[src/rtl/token_rx_collector.sv]
// token_rx_collector: assembles 3-byte USB token packets {PID, byte1, byte2} from the PHY byte stream.
// Optional inter-byte idle timeout is compiled in with TOKEN_RX_TIMEOUT_EN.
module token_rx_collector #(
  parameter int TIMEOUT_CYCLES = 16
) (
  input  logic        clk,
  input  logic        reset_L,
  input  logic [7:0]  rx_byte,
  input  logic        rx_valid,
  input  logic        rx_sop,
  input  logic        rx_eop,
  input  logic        rx_abort,
  output logic [23:0] token_data,
  output logic        token_valid,
  output logic        pid_err,
  output logic        len_err,
  output logic        busy
);
  typedef enum logic [1:0] {IDLE, GOT_PID, GOT_B1, DROP} state_t;
  state_t state, state_n;
  logic [7:0] pid_q, b1_q;
  logic pid_ok, is_tok, in_pkt, tmo, tv_n, pe_n, le_n;
  always_comb begin
    pid_ok = rx_byte[7:4] == ~rx_byte[3:0];
    is_tok = rx_byte == 8'h1E || rx_byte == 8'h96 || rx_byte == 8'hD2;
    in_pkt = state == GOT_PID || state == GOT_B1;
    state_n = state;
    tv_n = 1'b0;
    pe_n = 1'b0;
    le_n = 1'b0;
    if (rx_abort)
      state_n = IDLE;
    else if (rx_valid && rx_sop) begin
      // a new SOP interrupts any partial token, then is handled as a fresh start
      pe_n = !pid_ok;
      le_n = in_pkt || (pid_ok && is_tok && rx_eop);
      state_n = rx_eop ? IDLE : (pid_ok && is_tok) ? GOT_PID : DROP;
    end else if (rx_valid) begin
      case (state)
        GOT_PID: begin
          le_n = rx_eop;
          state_n = rx_eop ? IDLE : GOT_B1;
        end
        GOT_B1: begin
          tv_n = rx_eop;
          le_n = !rx_eop;
          state_n = rx_eop ? IDLE : DROP;
        end
        DROP: state_n = rx_eop ? IDLE : DROP;
        default: state_n = IDLE;
      endcase
    end else if (tmo) begin
      le_n = in_pkt;
      state_n = IDLE;
    end
  end
`ifdef TOKEN_RX_TIMEOUT_EN
  logic [7:0] cnt;
  assign tmo = state != IDLE && cnt == 8'(TIMEOUT_CYCLES - 1);
  always_ff @(posedge clk or negedge reset_L)
    if (!reset_L) cnt <= '0;
    else cnt <= (rx_abort || rx_valid || state == IDLE || tmo) ? '0 : cnt + 8'd1;
`else
  assign tmo = 1'b0;
`endif
  always_ff @(posedge clk or negedge reset_L) begin
    if (!reset_L) begin
      state <= IDLE;
      pid_q <= '0;
      b1_q <= '0;
      token_data <= '0;
      token_valid <= 1'b0;
      pid_err <= 1'b0;
      len_err <= 1'b0;
      busy <= 1'b0;
    end else begin
      state <= state_n;
      token_valid <= tv_n;
      pid_err <= pe_n;
      len_err <= le_n;
      busy <= state_n != IDLE;
      if (!rx_abort && rx_valid && rx_sop) pid_q <= rx_byte;
      if (!rx_abort && rx_valid && !rx_sop && state == GOT_PID) b1_q <= rx_byte;
      if (tv_n) token_data <= {pid_q, b1_q, rx_byte};
    end
  end
endmodule
[config.mk]
export PLATFORM = sky130hd
export DESIGN_NAME = token_rx_collector
export DESIGN_NICKNAME = d
export VERILOG_FILES = /design/src/rtl/token_rx_collector.sv
export SDC_FILE = /design/constraint.sdc
export NUM_CORES = 1
export LEC_CHECK = 0
export BUFFER_PORTS_ARGS = -buffer_cell sky130_fd_sc_hd__buf_2
export CORE_MARGIN = 2
export CORE_UTILIZATION = 45
export DETAILED_ROUTE_END_ITERATION = 10
export PLACE_DENSITY = 0.76
export SLEW_MARGIN = 20
export SYNTH_ARGS = -nofsm -noshare
export SYNTH_HDL_FRONTEND = slang
export SYNTH_SLANG_ARGS = --single-unit
[constraint.sdc]
create_clock -name clk -period 1.8 [get_ports clk]
set_input_delay 0.18 -clock clk [delete_from_list [all_inputs] [get_ports clk]]
set_output_delay 0.18 -clock clk [all_outputs]
set_load 0.02 [all_outputs]
## Word level (Yosys, flattened, before mapping)

Cells that the tools add are included.

| word-level totals | value |
|---|---|
| word-level logic and storage cells | 51 |
| register bits | 46 |
| input bits | 14 |
| output and inout port bits | 28 |

| operators by class | value |
|---|---|
| muxes and demuxes | 18 |
| bitwise logic cells | 1 |
| reduce and logical (&&, ||, !) cells | 17 |
| equality and inequality tests | 7 |

Operators by type and width:

| operator | count |
|---|---|
| $eq 8x8->1 const B | 2 |
| $mux 2 | 7 |
| $mux 1 | 9 |
| $eq 8x5->1 const B | 1 |
| $logic_and 1x1->1 | 7 |
| $eq 2x2->1 const B | 2 |
| $eq 4x4->1 | 1 |
| $logic_not 1->1 | 4 |
| $logic_or 1x1->1 | 4 |
| $not 4->4 | 1 |
| $pmux 2 s2 | 1 |
| $eq 2x1->1 const B | 1 |
| $pmux 1 s2 | 1 |
| $reduce_bool 2->1 | 1 |
| $reduce_or 2->1 | 1 |

## Depth between registers and ports, before layout

Gate-level depths: netlist (run 1).

| depth | value |
|---|---|
| word-level depth | 9 |
| gate-level depth with buffers | 6 |
| mapped depth without buffers | 6 |

## Worst setup path after synthesis (run 1)

No wires, ideal clock.

| timing path | value |
|---|---|
| kind | reg2reg |
| start | reg state[0] |
| end | reg token_data[1] |
| cell stages (with the launch flop) | 7 |
| setup time | 0.125 ns |
| data arrival time | 1.511 ns |
| required time | 1.675 ns |
| clock period less this slack | 1.636 ns |
| path buffers | 1 |
| path slack | 0.164 ns |
| path through | dfrtp_1 -> inv_1 -> ha_1 -> nand2_1 -> nor3_4 -> buf_6 -> mux2_2 |

| between the ends | value |
|---|---|
| cells in the longest elaborated chain, start to end | 5 |

Ends and longest elaborated chain:

| element | RTL line | source |
|---|---|---|
| start, declared | 20 | `state_t state, state_n;` |
| start signal, assigned | 77 | `state <= state_n;` |
| $eq 2x2->1 | 39 | `case (state)` |
| $mux 1 | 39 |  |
| $mux 1 | 38 | `end else if (rx_valid) begin` |
| $mux 1 | 33 | `else if (rx_valid && rx_sop) begin` |
| $mux 1 | 31 | `if (rx_abort)` |
| end signal, assigned | 84 | `if (tv_n) token_data <= {pid_q, b1_q, rx_byte};` |
| end, declared | 13 | `output logic [23:0] token_data,` |

Every way passes these cells.
A chain may end at the register's enable or synchronous reset.

## Worst setup path after layout (run 1)

| timing path | value |
|---|---|
| start | reg state[0] |
| end | reg token_data[12] |

Same word-level chain as after synthesis.

==> impl_metrics.tcl, run 1 <==
set metrics [dict create \
    outcome "finished clean" \
    cts_tree "built" \
    cts_buffers 5 \
    port_buffers 41 \
    rsz0062_at_grt "false" \
    hold_path_class "in2reg" \
    grt_start_max_net_pins 47 \
    die_w_um 69.2 \
    r2r.worst_path.cells 6 \
    tns_ns 0 \
    path_max_fanout 25 \
    ir_drop_mv 0.609 \
    stdcell_count 227 \
    relSlewSlack_pct 67.4 \
    seq_area_um2 1150 \
    stdcell_area_um2 2300 \
    post_dp_cell_area_um2 2200 \
    finalSetupViolCount 0 \
    vias 1173 \
    cts_resized 0 \
    wl_per_cell_um 15.3 \
    pre_cts_slack_ns 0.121 \
    ys_ff_latch 46 \
    fp-row-count 23 \
    worst_pin_slew_ns 0.488 \
    max_cap_violations 0 \
    synth_cell_types 25 \
    ant_nets 0 \
    holdWs_ns 0.111 \
    drtPass1Iterations 2 \
    nFillCells 351 \
    placeableCoreArea_um2 4060 \
    hold_start "rx_abort" \
    finalClockSkew_ns 0.00923 \
    die_h_um 69.2 \
    antenna_found_initial 0 \
    postCtsHoldBufs 1 \
    track_usage_pct 16.1 \
    final_hold_viol_count 0 \
    pin_count 42 \
    maxSlewViolCount 0 \
    fmaxAchievable_mhz 592 \
    period_needed_ns 1.69 \
    grt_pass1_vias 1265 \
    yosysTopAreaCellShare_pct 60.1 \
    worstSetupPathType "reg2reg" \
    clk_latency_ns 0.29 \
    cp-end-kind "flop" \
    worstHoldPathCells 2 \
    leakage_nw 1.21 \
    viasPerCell 5.17 \
    htreeDepth 2 \
    drc 0 \
    grt_pass1_wl_mm 5.91 \
    dp_hpwl_mm 2.50 \
    grt_overflow 0 \
    setup_ws_ns 0.110 \
    post-cts-setup-buffers 0 \
    area_growth_pct 20.3 \
    r2r_start "state[0]$_DFF_PN0_" \
    synth_cells 127 \
    drt_iter0_drc 65 \
    yosysTopAreaCell "dfrtp_1" \
    worstPathRequired_ns 1.98 \
    p_per_area_nw_per_um2 937 \
    finalWeightedCongestion 0.776 \
    start_util_pct 47.2 \
    cp_data_arrival_time_ns 1.87 \
    die_area_um2 4790 \
    syn_area_per_cell_um2 15.1 \
    clk_pin_slew_ns 0.08 \
    yosys_warnings 0 \
    diodes 0 \
    drive_above_1_share_pct 53.1 \
    cts.sinks 46 \
    wl_mm 3.47 \
    yosysSeqAreaShare_pct 60.1 \
    layout.nets 194 \
    fin_crit_sh_pct 93.9 \
    syn_nets 145 \
    dp.cells 218 \
    startpoint "state[0]$_DFF_PN0_" \
    multi_input_area_um2 722 \
    critPathLaunchType "flop" \
    post_synth_main_area_contributors "dfrtp_1 60%, mux2_2 23%, ha_1 2.6%" \
    cts_root_buf "clkbuf_8" \
    clock_path_buffers 2 \
    netlist_area_um2 1920 \
]
==> layout by cell type, fill, tap and decap left out, types with 3 or more instances in the layout <==
cell       n
dfrtp_1   46
nor3_1     4
mux2_2    39
inv_1      4
buf_2     41
a21oi_1    3
xor2_1     4
clkbuf_8   6
nand2_1    4
ha_1       4
==> routing by layer <==
layer | track usage (%) | up-vias | share of wire (%)
met3 | 6.25 | 6 | 5.6
met4 | 6.54 | 0 | 1.9
met1 | 19.6 | 587 | 43
met5 | 0 | - | 0
met2 | 25.7 | 30 | 49
li1 | - | 550 | -
==> path summary, 6_finish.rpt <==
| check | endpoint | slack [ns] |
|---|---|---|
| worst max-delay path | token_data[12]$_DFFE_PN0P_ | 0.11 |
| worst min-delay path | busy$_DFF_PN0_ | 0.11 |
| worst max register to register | token_data[12]$_DFFE_PN0P_ | 0.11 |
| worst min register to register | token_data[20]$_DFFE_PN0P_ | 0.50 |
| max in group asynchronous | pid_q[7]$_DFFE_PN0P_ | 1.20 |
| min in group asynchronous | b1_q[3]$_DFFE_PN0P_ | 0.39 |
==> per-stage QoR <==
step,power [mW],util (%)
floorplan,1.41,-
global placement,1.54,54.3
detailed placement,1.56,54.3
CTS,2.19,56.8
global route,2.28,56.8
finish,2.16,56.8
==> synthesized netlist by cell type (all sizes together) <==
library cell and n:
nor2 1, mux2 39, a41oi 1, a21oi 3, nor2b 1, inv 4, o311a 1, ha 4
nor3 5, dfrtp 46, a211oi 2, o21ai 1, nor4bb 1, nand2 4, nand3b 1, nor3b 1
nand2b 1, o2bb2ai 1, a31o 1, a31oi 1, buf 3, xor2 4, nor4b 1
==> power by group <==
part | leakage [nW] | internal [mW] | total, mW | switching (mW)
registers | 0.611 | 1.15 | 1.20 | 0.0547
clock network | 0.0482 | 0.310 | 0.627 | 0.317
logic | 0.547 | 0.151 | 0.328 | 0.177
total | 1.21 | 1.61 | 2.16 | 0.549
==> layout make-up <==
cell class / instances / share of cell area, %
tap: 50 / 2.71
timing repair buffer: 45 / 11.4
sequential: 46 / 49.9
clock inverter: 1 / 0.217
clock buffer: 7 / 3.75
multi-input combinational: 74 / 31.3
inverter: 4 / 0.651
==> kinds of logic (layout without fill, tap and decap cells) <==
kind of cell    after synthesis  in the layout  share of synthesized area [%]
xor+xnor                      4              4                           1.83
fa+ha+maj                     4              4                           2.61
compound gates               11             11                           4.05
mux                          39             39                           22.9
buf+inv                       7             57                           2.22
simple gates                 16             16                           6.27
flops                        46             46                           60.1
==> critical path: stages, from the launching register on <==
cell	delay [ns]
dfrtp_1	0.43
inv_1	0.10
ha_1	0.21
nand2_1	0.11
nor3_4	0.16
buf_12	0.20
mux2_2	0.35
==> state kept, by name, summed over array words and instances, names as in the netlist <==
| signal | cells |
|---|---|
| b1_q | 8 |
| busy | 1 |
| len_err | 1 |
| pid_err | 1 |
| pid_q | 8 |
| state | 2 |
| token_data | 24 |
| token_valid | 1 |
Note: power is estimated with default switching activity, not from simulation.
==> run 2: changes to the inputs <==
--- a/config.mk
+++ b/config.mk
@@ -7,9 +7,9 @@
 export LEC_CHECK = 0
 export BUFFER_PORTS_ARGS = -buffer_cell sky130_fd_sc_hd__buf_2
 export CORE_MARGIN = 2
-export CORE_UTILIZATION = 45
+export CORE_UTILIZATION = 53
 export DETAILED_ROUTE_END_ITERATION = 10
-export PLACE_DENSITY = 0.76
+export PLACE_DENSITY = 0.86
 export SLEW_MARGIN = 20
 export SYNTH_ARGS = -nofsm -noshare
 export SYNTH_HDL_FRONTEND = slang
==> impl_metrics.tcl, run 2 (same netlist as run 1, synthesis figures left out) <==
set metrics [dict create \
    outcome "finished clean" \
    final_common_cell "dfrtp_1" \
    start_util_pct 56.1 \
    cp-end-kind "flop" \
    leakage_nw 1.18 \
    largest_reg_flops 24 \
    holdWs_ns 0.0585 \
    dp_hpwl_mm 2.71 \
    max_cap_violations 0 \
    cts.sinks 46 \
    drive_above_1_share_pct 53.1 \
    fp-row-count 21 \
    clk_pin_slew_ns 0.12 \
    cp_data_arrival_time_ns 2.00 \
    htreeDepth 2 \
    reg_top3 "token_data x24, b1_q x8, pid_q x8" \
    fin_util_pct 65.7 \
    grt_start_max_net_pins 47 \
    grt_pass1_wl_mm 6.40 \
    worstPathRequired_ns 2.05 \
    area_growth_pct 17.1 \
    die_h_um 64.1 \
    cts_root_buf "clkbuf_4" \
    seq_area_um2 1150 \
    wl_per_cell_um 16.3 \
    critPathLaunchType "flop" \
    worst_pin_slew_ns 0.554 \
    grt_pass1_vias 1370 \
    rsz0062_at_grt "false" \
    regMostFlops "token_data" \
    port_buffers 41 \
    post-cts-setup-buffers 0 \
    ant_nets 0 \
    nFillCells 265 \
    tns_ns 0 \
    wl_mm 3.64 \
    antenna_found_initial 0 \
    relSlewSlack_pct 63.0 \
    path_max_fanout 10 \
    drt_iter0_drc 72 \
    clk_latency_ns 0.36 \
    fin_crit_sh_pct 97.4 \
    diodes 0 \
    drtPass1Iterations 4 \
    die_area_um2 4110 \
    p_per_area_nw_per_um2 887 \
    placeableCoreArea_um2 3420 \
    grt_overflow 0 \
    setup_ws_ns 0.0463 \
    die_w_um 64.1 \
    final_hold_viol_count 0 \
    dp.cells 215 \
    clock_path_buffers 2 \
    stdcell_count 223 \
    hold_path_class "in2reg" \
    finalClockSkew_ns 0.0130 \
    pre_cts_slack_ns 0.0399 \
    cts_tree "built" \
    vias 1213 \
    finalWeightedCongestion 0.922 \
    fmaxAchievable_mhz 570 \
    drc 0 \
    finalSetupViolCount 0 \
    cts_buffers 5 \
    multi_input_area_um2 722 \
    worstSetupPathType "reg2reg" \
    period_needed_ns 1.75 \
    viasPerCell 5.44 \
    layout.nets 195 \
    ir_drop_mv 0.531 \
    maxSlewViolCount 0 \
    track_usage_pct 20.8 \
    pin_count 42 \
    layout_common_cells "46 x dfrtp_1, 41 x buf_2, 39 x mux2_2, 5 x clkbuf_4" \
]
-- run 2: cell count changes in the layout (fill, tap and decap cells not counted), sizes merged --
cell,change
buf,+1
clkbuf,-1
clkinv,-1
clkinvlp,+1
-- run 2: final timing paths --
check | to | cells past startpoint | slack, ns | from
max | token_data[11]$_DFFE_PN0P_ | 6 | 0.05 | state[0]$_DFF_PN0_
max reg2reg | token_data[11]$_DFFE_PN0P_ | 6 | 0.05 | state[0]$_DFF_PN0_
min | busy$_DFF_PN0_ | 2 | 0.06 | rx_abort
min reg2reg | pid_q[6]$_DFFE_PN0P_ | 2 | 0.51 | pid_q[6]$_DFFE_PN0P_
max in group asynchronous | busy$_DFF_PN0_ | 3 | 1.00 | reset_L
min in group asynchronous | token_data[10]$_DFFE_PN0P_ | 3 | 0.40 | reset_L
-- run 2: layout make-up --
class                      count  share of cell area (%)
clock buffer                   6                    1.84
tap                           46                    2.57
inverter                       4                   0.669
timing repair buffer          46                    11.1
multi-input combinational     74                    32.2
sequential                    46                    51.3
clock inverter                 1                   0.335
-- run 2: critical path, stage by stage (launching register included) --
cell and delay, ns:
dfrtp_1 0.45, inv_1 0.12, ha_1 0.24, nand2_1 0.12, nor3_4 0.15, buf_4 0.21, mux2_2 0.35
-- run 2: metrics by stage --
stage	total power, mW	instance area (um^2)
detailed placement	1.56	2180
global route	2.11	2240
floorplan	1.41	1920
CTS	2.01	2240
global placement	1.53	2180
finish	1.99	2240
-- run 2: routing by layer --
metal | track usage (%) | wire length (um)
met1 | 24.1 | 1440
met2 | 35.4 | 1900
met3 | 4.93 | 210
met4 | 11.4 | 99
met5 | 0 | 0
-- run 2: report_power, final --
group	leakage, nW	internal, mW	switching (mW)
Clock	0.0243	0.146	0.309
Sequential	0.611	1.15	0.0590
Combinational	0.546	0.148	0.180
Total	1.18	1.44	0.548
-- run 2: repair_timing --
item | 4_1_cts | 5_1_grt
endpoints found under the setup margin | 0 | 15
gates resized for setup | 0 | 1
endpoints found under the hold margin | 46 | 0
hold buffers | 1 | 0
==> run 3: changes to the inputs <==
--- a/config.mk
+++ b/config.mk
@@ -5,11 +5,12 @@
 export SDC_FILE = /design/constraint.sdc
 export NUM_CORES = 1
 export LEC_CHECK = 0
-export BUFFER_PORTS_ARGS = -buffer_cell sky130_fd_sc_hd__buf_2
+export BUFFER_PORTS_ARGS = -buffer_cell sky130_fd_sc_hd__buf_4
 export CORE_MARGIN = 2
 export CORE_UTILIZATION = 53
 export DETAILED_ROUTE_END_ITERATION = 10
 export PLACE_DENSITY = 0.86
+export SETUP_SLACK_MARGIN = 0.02
 export SLEW_MARGIN = 20
 export SYNTH_ARGS = -nofsm -noshare
 export SYNTH_HDL_FRONTEND = slang
==> impl_metrics.tcl, run 3 (same netlist as run 1, synthesis figures left out) <==
set metrics [dict create \
    p_int_mw 1.48 \
    finalClockSkew_ns 0.00646 \
    cts_tree "built" \
    finalSetupViolCount 0 \
    leakage_nw 1.19 \
    hold_path_class "in2reg" \
    ir_drop_mv 0.654 \
    cts_root_buf "clkbuf_4" \
    ant_nets 0 \
    reg_top3 "token_data x24, b1_q x8, pid_q x8" \
    fp-row-count 21 \
    cp_data_arrival_time_ns 1.94 \
    pin_count 42 \
    placeableCoreArea_um2 3420 \
    layout_common_cells "46 x dfrtp_1, 43 x buf_4, 39 x mux2_2, 5 x clkbuf_4" \
    post-cts-setup-buffers 0 \
    track_usage_pct 20.2 \
    max_cap_violations 0 \
    r2r_start "state[0]$_DFF_PN0_" \
    grt_start_max_net_pins 47 \
    htreeDepth 2 \
    cts.sinks 46 \
    area_growth_pct 22.1 \
    layout.nets 194 \
    maxSlewViolCount 0 \
    worstSetupPathType "reg2reg" \
    fmaxAchievable_mhz 595 \
    dp_hpwl_mm 2.66 \
    cpMaxStageDelayCell "dfrtp_1" \
    hold_start "rx_abort" \
    startpoint "state[0]$_DFF_PN0_" \
    largest_reg_flops 24 \
    outcome "finished clean" \
    drtPass1Iterations 4 \
    worstPathRequired_ns 2.05 \
    p_sw_mw 0.553 \
    clock_path_buffers 2 \
    path_cells "inv_1 > ha_1 > nand2_1 > nor3_4 > buf_4 > mux2_2" \
    relSlewSlack_pct 63.1 \
    stdcell_count 222 \
    drive_above_1_share_pct 52.8 \
    fin_crit_sh_pct 93.4 \
    p_seq_share_pct 59.7 \
    cts_buffers 5 \
    worst_pin_slew_ns 0.553 \
    wl_mm 3.66 \
    grt_overflow 0 \
    regMostFlops "token_data" \
    p_comb_share_pct 17.8 \
    fin_util_pct 68.5 \
    start_util_pct 56.1 \
    dp.cells 214 \
    viasPerCell 5.39 \
    die_w_um 64.1 \
    antenna_found_initial 0 \
    wl_per_cell_um 16.5 \
    period_needed_ns 1.68 \
    clk_latency_ns 0.35 \
    grt_pass1_wl_mm 6.19 \
    port_buffers 41 \
    vias 1197 \
    switching_share_pct 27.2 \
    cp-end-kind "flop" \
    path_max_fanout 10 \
    clk_pin_slew_ns 0.13 \
    critPathLaunchType "flop" \
    drt_iter0_drc 45 \
    tns_ns 0 \
    max_stage_delay_ns 0.44 \
    p_per_area_nw_per_um2 869 \
    die_h_um 64.1 \
    final_common_cell "dfrtp_1" \
    grt_pass1_vias 1273 \
    drc 0 \
    finalWeightedCongestion 0.817 \
    final_hold_viol_count 0 \
    diodes 0 \
    die_area_um2 4110 \
    p_clk_share_pct 22.5 \
    rsz0062_at_grt "false" \
]
==> run 3: cell count changes in the layout (fill, tap and decap cells not counted) <==
cell and change:
buf_2 -41, buf_4 +40
==> run 3: worst paths after layout <==
check	to	depth (start not counted)	slack, ns
setup / recovery	token_data[15]$_DFFE_PN0P_	6	0.12
hold / removal	state[0]$_DFF_PN0_	2	0.02
setup reg to reg	token_data[15]$_DFFE_PN0P_	6	0.12
hold reg to reg	token_data[19]$_DFFE_PN0P_	1	0.52
max in group asynchronous	len_err$_DFF_PN0_	2	1.08
min in group asynchronous	token_data[1]$_DFFE_PN0P_	2	0.34
==> run 3: final cells by class <==
type / instances / area [um^2]
Sequential cell: 46 / 1150
Clock buffer: 6 / 41.3
Clock inverter: 1 / 7.51
Inverter: 4 / 15.0
Timing Repair Buffer: 45 / 344
Fill cell: 258 / 1080
Tap cell: 46 / 57.6
Multi-Input combinational cell: 74 / 722
==> run 3: power groups by stage <==
stage / combinational, mW / clock (mW) / sequential [mW]
6_report: 0.362 / 0.457 / 1.21
5_1_grt: 0.391 / 0.499 / 1.23
4_1_cts: 0.367 / 0.469 / 1.21
3_5_place_dp: 0.364 / 0 / 1.23
3_3_place_gp: 0.349 / 0 / 1.22
2_1_floorplan: 0.138 / 0 / 1.28
==> run 3: per-layer routing <==
| metal | vias to the layer above | track usage (%) | wire (um) |
|---|---|---|---|
| li1 | 553 | - | - |
| met1 | 603 | 25.0 | 1530 |
| met2 | 34 | 33.5 | 1870 |
| met3 | 7 | 5.81 | 187 |
| met4 | 0 | 7.71 | 70 |
| met5 | - | 0 | 0 |
==> run 3: metrics by stage <==
stage                     power, mW  instance area [um^2]  hold WS [ns]  setup WS, ns
after CTS                      2.05                  2330       0.00715        0.0930
after floorplan                1.41                  1920        -0.116         0.164
after global placement         1.57                  2280         0.193         0.197
final                          2.03                  2340        0.0185         0.118
after global routing           2.12                  2340        0.0121        0.0168
after detailed placement       1.60                  2280         0.207         0.111
==> run 3: critical path: cells and delay by family, from the launching register on <==
family | cells | cell delay [ns]
adders and majority gates | 1 | 0.21
buffers and inverters | 2 | 0.32
DFF | 1 | 0.44
muxes | 1 | 0.36
and+or+nand+nor | 2 | 0.26
==> run 3: what timing repair did <==
item / 4_1_cts / 5_1_grt
hold buffers: 1 / 0
endpoints found under the setup margin: 0 / 15
hold endpoints to repair: 46 / 0
resized for setup: 0 / 1
